<file path="config.mk">
export PLATFORM = sky130hd
export DESIGN_NAME = calc_accum_8b
export DESIGN_NICKNAME = d
export VERILOG_FILES = /design/src/rtl/calc_pkg.sv /design/src/rtl/Mux2_8b_GL.sv /design/src/rtl/accum_alu_8b.sv /design/src/rtl/calc_accum_8b.sv
export SDC_FILE = /design/constraint.sdc
export NUM_CORES = 1
export LEC_CHECK = 0
export CAP_MARGIN = 25
export CORE_ASPECT_RATIO = 0.8
export CORE_MARGIN = 2
export CORE_UTILIZATION = 27
export CTS_CLUSTER_DIAMETER = 80
export DETAILED_ROUTE_END_ITERATION = 16
export DONT_BUFFER_PORTS = 1
export SYNTH_ARGS = -nofsm -noshare
export SYNTH_HDL_FRONTEND = slang
export SYNTH_HIERARCHICAL = 1
export SYNTH_SLANG_ARGS = --single-unit
</file>
<file path="constraint.sdc">
create_clock -name clk -period 6.5 [get_ports clk]
set_input_delay 0.325 -clock clk [delete_from_list [all_inputs] [get_ports clk]]
set_output_delay 0.325 -clock clk [all_outputs]
set_load 0.01 [all_outputs]
</file>
<file path="src/rtl/calc_pkg.sv">
// calc_pkg: shared types for the calculator datapath.
// Op encoding, accumulator FSM states and data width.
package calc_pkg;

  localparam int DATA_W = 8;

  typedef enum logic [1:0] {
    OP_LOAD = 2'b00,
    OP_ADD  = 2'b01,
    OP_SUB  = 2'b10,
    OP_MUL  = 2'b11
  } op_t;

  typedef enum logic [1:0] {
    ST_IDLE = 2'b00,
    ST_CALC = 2'b01,
    ST_DONE = 2'b10
  } state_t;

endpackage

</file>
<file path="src/rtl/Mux2_8b_GL.sv">
// Mux2_8b_GL: 8-bit 2:1 mux, y = sel ? b : a.
// Shared calculator building block.
module Mux2_8b_GL (
  input  logic [7:0] a,
  input  logic [7:0] b,
  input  logic       sel,
  output logic [7:0] y
);

  assign y = sel ? b : a;

endmodule

</file>
<file path="src/rtl/accum_alu_8b.sv">
// accum_alu_8b: combinational 8-bit add/subtract.
// cy is carry-out on add, borrow on subtract.
module accum_alu_8b
  import calc_pkg::*;
(
  input  logic [DATA_W-1:0] a,
  input  logic [DATA_W-1:0] b,
  input  logic              sub,
  output logic [DATA_W-1:0] sum,
  output logic              cy
);

  logic [DATA_W:0] ext_a;
  logic [DATA_W:0] ext_b;

  assign ext_a = {1'b0, a};
  assign ext_b = {1'b0, b};

  always_comb begin
    {cy, sum} = sub ? (ext_a - ext_b)
                    : (ext_a + ext_b);
  end

endmodule

</file>
<file path="src/rtl/calc_accum_8b.sv">
// calc_accum_8b: multi-cycle load/add/sub/mul accumulator.
// Define CALC_ACCUM_SAT_EN for saturating results.
module calc_accum_8b
  import calc_pkg::*;
(
  input  logic              clk,
  input  logic              reset,
  input  logic              in_val,
  output logic              in_rdy,
  input  logic [1:0]        in_op,
  input  logic [DATA_W-1:0] in_data,
  output logic              out_val,
  input  logic              out_rdy,
  output logic [DATA_W-1:0] out_data,
  output logic              out_ovf
);

  state_t            state;
  state_t            state_nxt;
  op_t               op;
  logic [DATA_W-1:0] acc;
  logic              ovf;
  logic [DATA_W-1:0] mcand;
  logic [DATA_W-1:0] mplier;
  logic [15:0]       prod;
  logic [15:0]       prod_step;
  logic [15:0]       addend;
  logic [2:0]        cnt;
  logic              accept;
  logic              is_sub;
  logic [DATA_W-1:0] alu_sum;
  logic              alu_cy;
  logic [DATA_W-1:0] arith;
  logic [DATA_W-1:0] acc_nxt;
  logic [DATA_W-1:0] mul_res;
  logic              mul_ovf;
  logic              last_step;

  assign op        = op_t'(in_op);
  assign in_rdy    = (state == ST_IDLE);
  assign out_val   = (state == ST_DONE);
  assign out_data  = acc;
  assign out_ovf   = ovf;
  assign accept    = in_val && in_rdy;
  assign is_sub    = (op == OP_SUB);
  assign last_step = (cnt == 3'd7);

  accum_alu_8b u_alu (
    .a   (acc),
    .b   (in_data),
    .sub (is_sub),
    .sum (alu_sum),
    .cy  (alu_cy)
  );

  assign addend = mplier[cnt]
                ? ({8'h00, mcand} << cnt)
                : 16'h0000;
  assign prod_step = prod + addend;
  assign mul_ovf   = |prod_step[15:8];

`ifdef CALC_ACCUM_SAT_EN
  // Clamp toward the side the result escaped from.
  assign arith   = !alu_cy ? alu_sum
                 : (is_sub ? 8'h00 : 8'hFF);
  assign mul_res = mul_ovf ? 8'hFF
                           : prod_step[7:0];
`else
  assign arith   = alu_sum;
  assign mul_res = prod_step[7:0];
`endif

  Mux2_8b_GL u_mux (
    .a   (arith),
    .b   (in_data),
    .sel (op == OP_LOAD),
    .y   (acc_nxt)
  );

  always_comb begin
    state_nxt = state;
    unique case (1'b1)
      state == ST_IDLE: begin
        if (accept)
          state_nxt = (op == OP_MUL)
                    ? ST_CALC : ST_DONE;
      end
      state == ST_CALC: begin
        if (last_step)
          state_nxt = ST_DONE;
      end
      state == ST_DONE: begin
        if (out_rdy)
          state_nxt = ST_IDLE;
      end
      default: state_nxt = ST_IDLE;
    endcase
  end

  always_ff @(posedge clk) begin
    if (reset) begin
      state  <= ST_IDLE;
      acc    <= '0;
      ovf    <= 1'b0;
      mcand  <= '0;
      mplier <= '0;
      prod   <= '0;
      cnt    <= '0;
    end else begin
      state <= state_nxt;
      if (state == ST_IDLE && accept) begin
        if (op == OP_MUL) begin
          mcand  <= acc;
          mplier <= in_data;
          prod   <= '0;
          cnt    <= '0;
        end else begin
          acc <= acc_nxt;
          ovf <= alu_cy && (op != OP_LOAD);
        end
      end
      if (state == ST_CALC) begin
        prod <= prod_step;
        cnt  <= cnt + 3'd1;
        if (last_step) begin
          acc <= mul_res;
          ovf <= mul_ovf;
        end
      end
    end
  end

endmodule

</file>
==> Word-level counts from Yosys, hierarchy flattened <==
Index checks and enable logic that the tools add are counted.
{ "totals": {"reg_bits": 46, "elab_cells": 57} }
{ "op_classes": {"add_sub_neg": 4, "n_lt_le_gt_ge": 1, "eq_ne": 8, "shift": 1, "muxes": 24, "reduce_logical": 12} }
{ "op_table": {"columns": ["operator", "n"], "rows": [
  ["$mux 16", 4],
  ["$mux 8", 5],
  ["$add 16x16->16", 1],
  ["$shl 8x3->16", 1],
  ["$add 8x8->9", 1],
  ["$mux 3", 3],
  ["$mux 9", 1],
  ["$sub 8x8->9", 1],
  ["$mux 2", 4],
  ["$reduce_or 8->1", 1],
  ["$eq 2x2->1 const B", 3],
  ["$pmux 2 s3", 1],
  ["$reduce_bool 2->1", 3],
  ["$mux 1", 5],
  ["$logic_not 2->1", 2],
  ["$lt 3x4->1 const B", 1],
  ["$ne 2x1->1 const B", 2],
  ["$reduce_and 2->1", 2],
  ["$add 3x1->3 const B", 1],
  ["$bmux 1 s3", 1],
  ["$eq 3x3->1 const B", 1],
  ["$logic_and 1x1->1", 3],
  ["$reduce_and 3->1", 1],
  ["$eq 2x1->1 const B", 1],
  ["$ne 2x2->1 const B", 1]
]} }

==> Depth between registers and ports, before layout <==
{ "depth": {"word_depth": 7, "ltp_mapped": 16, "depth_no_buf": 14} }

==> Hierarchy <==
The synthesis kept the hierarchy.
{ "by_module_without_submodules": {"columns": ["mod", "instances", "cells_each", "area_each_um2", "seq_area_each_um2"], "rows": [
  ["calc_accum_8b", 1, 385, 2957.8, 920.9],
  ["accum_alu_8b", 1, 72, 559.3, 0.0],
  ["Mux2_8b_GL", 1, 9, 131.4, 0.0]
]} }

==> Worst setup path after synthesis <==
OpenSTA, ideal clock, no wires.
{ "synth_timing": {"kind": "flip-flop to flip-flop", "startpoint": "reg cnt[0]", "endpoint": "reg prod[14]", "setup_time_ps": 132, "t_arrival_ps": 3612, "path_slack_ps": 2756, "path_stages_with_launch": 15, "path_buffers": 2, "cell_sequence": "dfxtp_1 clkbuf_1 mux4_2 nand2_1 and2_1 clkbuf_1 nor2_1 ha_1 and3_1 a221o_1 a2111oi_2 nor3_2 mux2i_1 o41ai_1 a21oi_1"} }
{ "synth_between": {"elab_chain_cells": 5} }
{ "synth_lines": {"columns": ["element", "line", "rtl"], "rows": [
  ["start: declaration", "calc_accum_8b.sv:28", "logic [2:0] cnt;"],
  ["start signal: assignment", "calc_accum_8b.sv:124", "cnt <= cnt + 3'd1;"],
  ["$bmux 1 s3", "calc_accum_8b.sv:56", "assign addend = mplier[cnt]"],
  ["$mux 1 (not written as such)", "calc_accum_8b.sv:56", null],
  ["$mux 16 (*)", "calc_accum_8b.sv:57", "? ({8'h00, mcand} << cnt)"],
  ["$add 16x16->16 (*)", "calc_accum_8b.sv:59", "assign prod_step = prod + addend;"],
  ["$mux 16 (*)", "calc_accum_8b.sv:122", "if (state == ST_CALC) begin"],
  ["end signal: assignment", "calc_accum_8b.sv:123", "prod <= prod_step;"],
  ["end: declaration", "calc_accum_8b.sv:25", "logic [15:0] prod;"]
]} }
Mark *: on every way between the ends. The rest lies on a longest branch, timed or not. The select of a mux whose other input is x is not followed.
A chain may end at the register's enable or synchronous reset.

==> Final worst setup path <==
{ "layout_timing": {"startpoint": "reg cnt[0]", "endpoint": "reg ovf, in the netlist out_ovf"} }
{ "layout_between": {"elab_chain_cells": 7} }
{ "layout_lines": {"columns": ["element", "line", "rtl"], "rows": [
  ["$bmux 1 s3", "calc_accum_8b.sv:56", null],
  ["$mux 1 (not written as such)", "calc_accum_8b.sv:56", null],
  ["$mux 16", "calc_accum_8b.sv:57", null],
  ["$add 16x16->16", "calc_accum_8b.sv:59", null],
  ["$reduce_or 8->1", "calc_accum_8b.sv:60", "assign mul_ovf = |prod_step[15:8];"],
  ["$mux 1 (*)", "calc_accum_8b.sv:125", "if (last_step) begin"],
  ["$mux 1 (*)", "calc_accum_8b.sv:122", null],
  ["end signal: assignment", "calc_accum_8b.sv:119", "ovf <= alu_cy && (op != OP_LOAD);"],
  ["end signal: assignment", "calc_accum_8b.sv:127", "ovf <= mul_ovf;"],
  ["end: declaration", "calc_accum_8b.sv:22", "logic ovf;"]
]} }
Marked as above.

==> summary.md <==
## Run status
- **status** complete, no violations

## Timing
- **Pins Over Slew Limit** 0
- **final count of hold timing violations** 0
- **slew at the pin closest to its max-slew limit** 796.0 ps
- **maximum clock frequency** 0.2389 GHz
- **RSZ-0062 raised after global routing** false
- **time the worst path needs with I/O delays and setup** 4185 ps
- **final cycle utilization of the critical path** 0.6439
- **count of endpoints failing setup in the final report** 0
- **remaining max-slew budget at the tightest pin** 0.4683
- **Final Skew** 2.758 ps
- **setup total negative slack** 0 ps

## Global route
- **aggregate global routing overflow** 0
- **wire length of the first global-routing pass** 15.76 mm
- **initial antenna violation count** 0
- **via count of the first global-routing pass** 3054
- **overall fraction of global-route tracks in use** 0.1335
- **pin count of the biggest net entering global routing** 47

## Placement
- **HPWL after detailed placement** 6.887 mm
- **total instance count after detailed placement** 617
- **Port Buffer Count** 0
- **gp weighted congestion** 0.8980

## Clock network
- **clock buffers created by TritonCTS** 5
- **CTS H-tree depth** 2
- **clock root buffer** clkbuf_16
- **clock slew at the register clock pins of the worst setup and hold paths** 60 ps
- **clock tree from TritonCTS** yes
- **Num Clock Sinks** 46
- **cts hold-fix bufs** 0
- **latest clock arrival within the worst-skew pair** 280 ps
- **PostCTS Resize Cnt** 0
- **Bufs on Longest Clock Path** 2
- **Post-CTS Setup Bufs** 0

## Logic synthesis
- **FFs w/ async S/R, synth** 0
- **summed instance area of the synthesized netlist** 3648 µm²
- **distinct cell type count after synthesis** 56
- **Post-Syn Nets** 508
- **number of warning messages in the yosys log** 6
- **number of synthesized register bits** 46
- **synth top area cells** dfxtp_1 (25%), ha_1 (8.9%), a21oi_1 (7.1%)
- **area share of the largest cell type after synthesis** 0.2524
- **Post-synth top flop** dfxtp_1
- **biggest area consumer among synthesized cells** dfxtp_1
- **number of enable-type register cells in the synthesized netlist** 0
- **count leader, synth** nand2_1
- **most common library cells after synthesis** nand2_1 (69), a21oi_1 (52), nor2_1 (51)
- **Avg Cell Area, Syn** 7.829 µm²
- **gate count of the mapped netlist** 466
- **register area share after synthesis** 0.2524

## Min path
- **worst hold-check path type** primary input to flip-flop
- **Min-Delay Path Depth** 1
- **critical hold path startpoint** reset
- **endpoint of the worst hold-timing path** state[1]

## Route
- **number of vias in the routed layout** 3248
- **violation count after the first detailed-route iteration** 279
- **Residual DRC** 0
- **number of nets with antenna violations after routing** 0
- **DR vias/cell** 5.188
- **Initial DRT Pass Iterations** 5
- **Routed Wire Length** 9.245 mm
- **post-DR wirelength/cell** 14.77 µm

## Setup path
- **flop2flop setup slack** 2310 ps
- **cell class contributing the biggest share of worst-path delay** compound AO/OA/AOI/OAI gates
- **worst r2r src** cnt[0]
- **longest individual stage delay on the worst path** 800 ps
- **cell chain of the critical path** mux4_2, nand2_1, nor2_1, ha_1, fa_1, a21o_1, a221o_1, a2111oi_2, nor3_2, mux2i_1, nor4_1, a31oi_1
- **required time at the endpoint of the critical path** 6660 ps
- **maximum fanout along the worst path** 19
- **critical path class** flip-flop to flip-flop
- **cell type of the slowest stage on the worst timing path** dfxtp_1
- **worst-case reg-to-reg path depth** 12
- **data arrival time at the worst-slack endpoint** 4340 ps
- **reg-to-reg endpoint** out_ovf
- **critical path startpoint category** flip-flop
- **endpoint type of the worst setup path** flip-flop
- **combined buffer and inverter count along the critical path** 0

## Floorplanning
- **die boundary width** 134.0 µm
- **total number of placement rows** 37
- **die footprint** 14460 µm²
- **core region area** 13010 µm²
- **starting density of the core** 0.2805
- **Die Ht** 108.0 µm
- **I/O Pins** 25

## Layout
- **total inserted antenna cells** 0
- **Post-Layout Cell Count** 626
- **post-synthesis to final-layout area growth** 8.505%
- **final-layout fill cell count** 1373
- **layout cell share with drive strength beyond 1** 0.07982
- **Seq. cell area** 920.9 µm²
- **area of combinational cells with multiple inputs** 2574 µm²
- **Final nets** 492

## Pwr
- **worst-case vdd ir drop** 0.0001052 V
- **static leakage power** 0.001554 µW
- **P per Cell Area** 191.4 nW/µm²

## Flow run
- **Maximum Capacitance Violations** 0

cell type report:
cell class | count | share of cell area
Clock inverter | 2 | 0.009482
Multi-Input combinational cell | 382 | 0.6501
Inverter | 11 | 0.01043
Tap cell | 175 | 0.05531
Timing Repair Buffer | 4 | 0.009482
Clock buffer | 6 | 0.03255
Sequential cell | 46 | 0.2326
per-layer routing:
metal / share of wire / up-vias / track usage
met5: 0 / - / 0
met4: 0.011 / 0 / 0.03267
met3: 0.039 / 7 / 0.01594
met2: 0.43 / 77 / 0.2062
met1: 0.52 / 1538 / 0.1974
li1: - / 1626 / -
state kept, by name, indices dropped and copies added (netlist names):
signal / count
out_data: 8
cnt: 3
prod: 16
mcand: 8
mplier: 8
out_ovf: 1
state: 2
power by group:
part / total (µW) / switching, µW / internal [µW]
Sequential: 311 / 18.5 / 292
Clock: 291 / 109 / 182
Combinational: 156 / 75.0 / 81.5
cell families (layout without fill, tap and decap cells):
logic type / Yosys count / in the layout / share of synthesized area
fa+ha+maj: 28 / 28 / 0.1001
compound gates: 108 / 108 / 0.1890
buf+inv: 38 / 23 / 0.04355
mux: 37 / 37 / 0.1211
simple gates: 187 / 187 / 0.2411
xor+xnor: 22 / 22 / 0.05281
flops: 46 / 46 / 0.2524
cell usage in the layout, fill, tap and decap left out, types with 8 or more instances in the layout:
master / instances
a211oi_1: 9
a21o_1: 8
ha_1: 26
xnor2_1: 12
o21ai_0: 8
nor2b_1: 8
xor2_1: 10
mux2_4: 8
nor3_1: 10
nor2_1: 51
inv_1: 11
nand3_1: 21
mux2i_1: 22
nand2_1: 69
dfxtp_1: 46
a21oi_1: 52
per-stage QoR:
stage	area (µm²)	hold WS (ps)	power, µW	setup WS (ps)	utilization
detailed placement	3777	401.6	470.7	2371	0.2904
global route	3959	96.10	793.9	1926	0.3043
floorplan	3649	433.1	448.4	2756	-
finish	3959	101.8	757.9	2315	0.3043
global placement	3777	399.3	466.6	2524	0.2904
CTS	3944	99.20	760.8	2363	0.3032
worst max path at each step:
| stage | slack, ps | depth (start not counted) | end | start |
|---|---|---|---|---|
| finish | 2310 | 12 | out_ovf | cnt[0] |
| CTS | 2360 | 12 | out_ovf | cnt[0] |
| detailed placement | 2370 | 12 | out_ovf | cnt[0] |
| floorplan | 2760 | 14 | prod[14] | cnt[0] |
| global route | 1930 | 12 | out_ovf | cnt[0] |
| global placement | 2520 | 12 | prod[14] | cnt[0] |
Note: power is estimated with default switching activity, not from simulation.
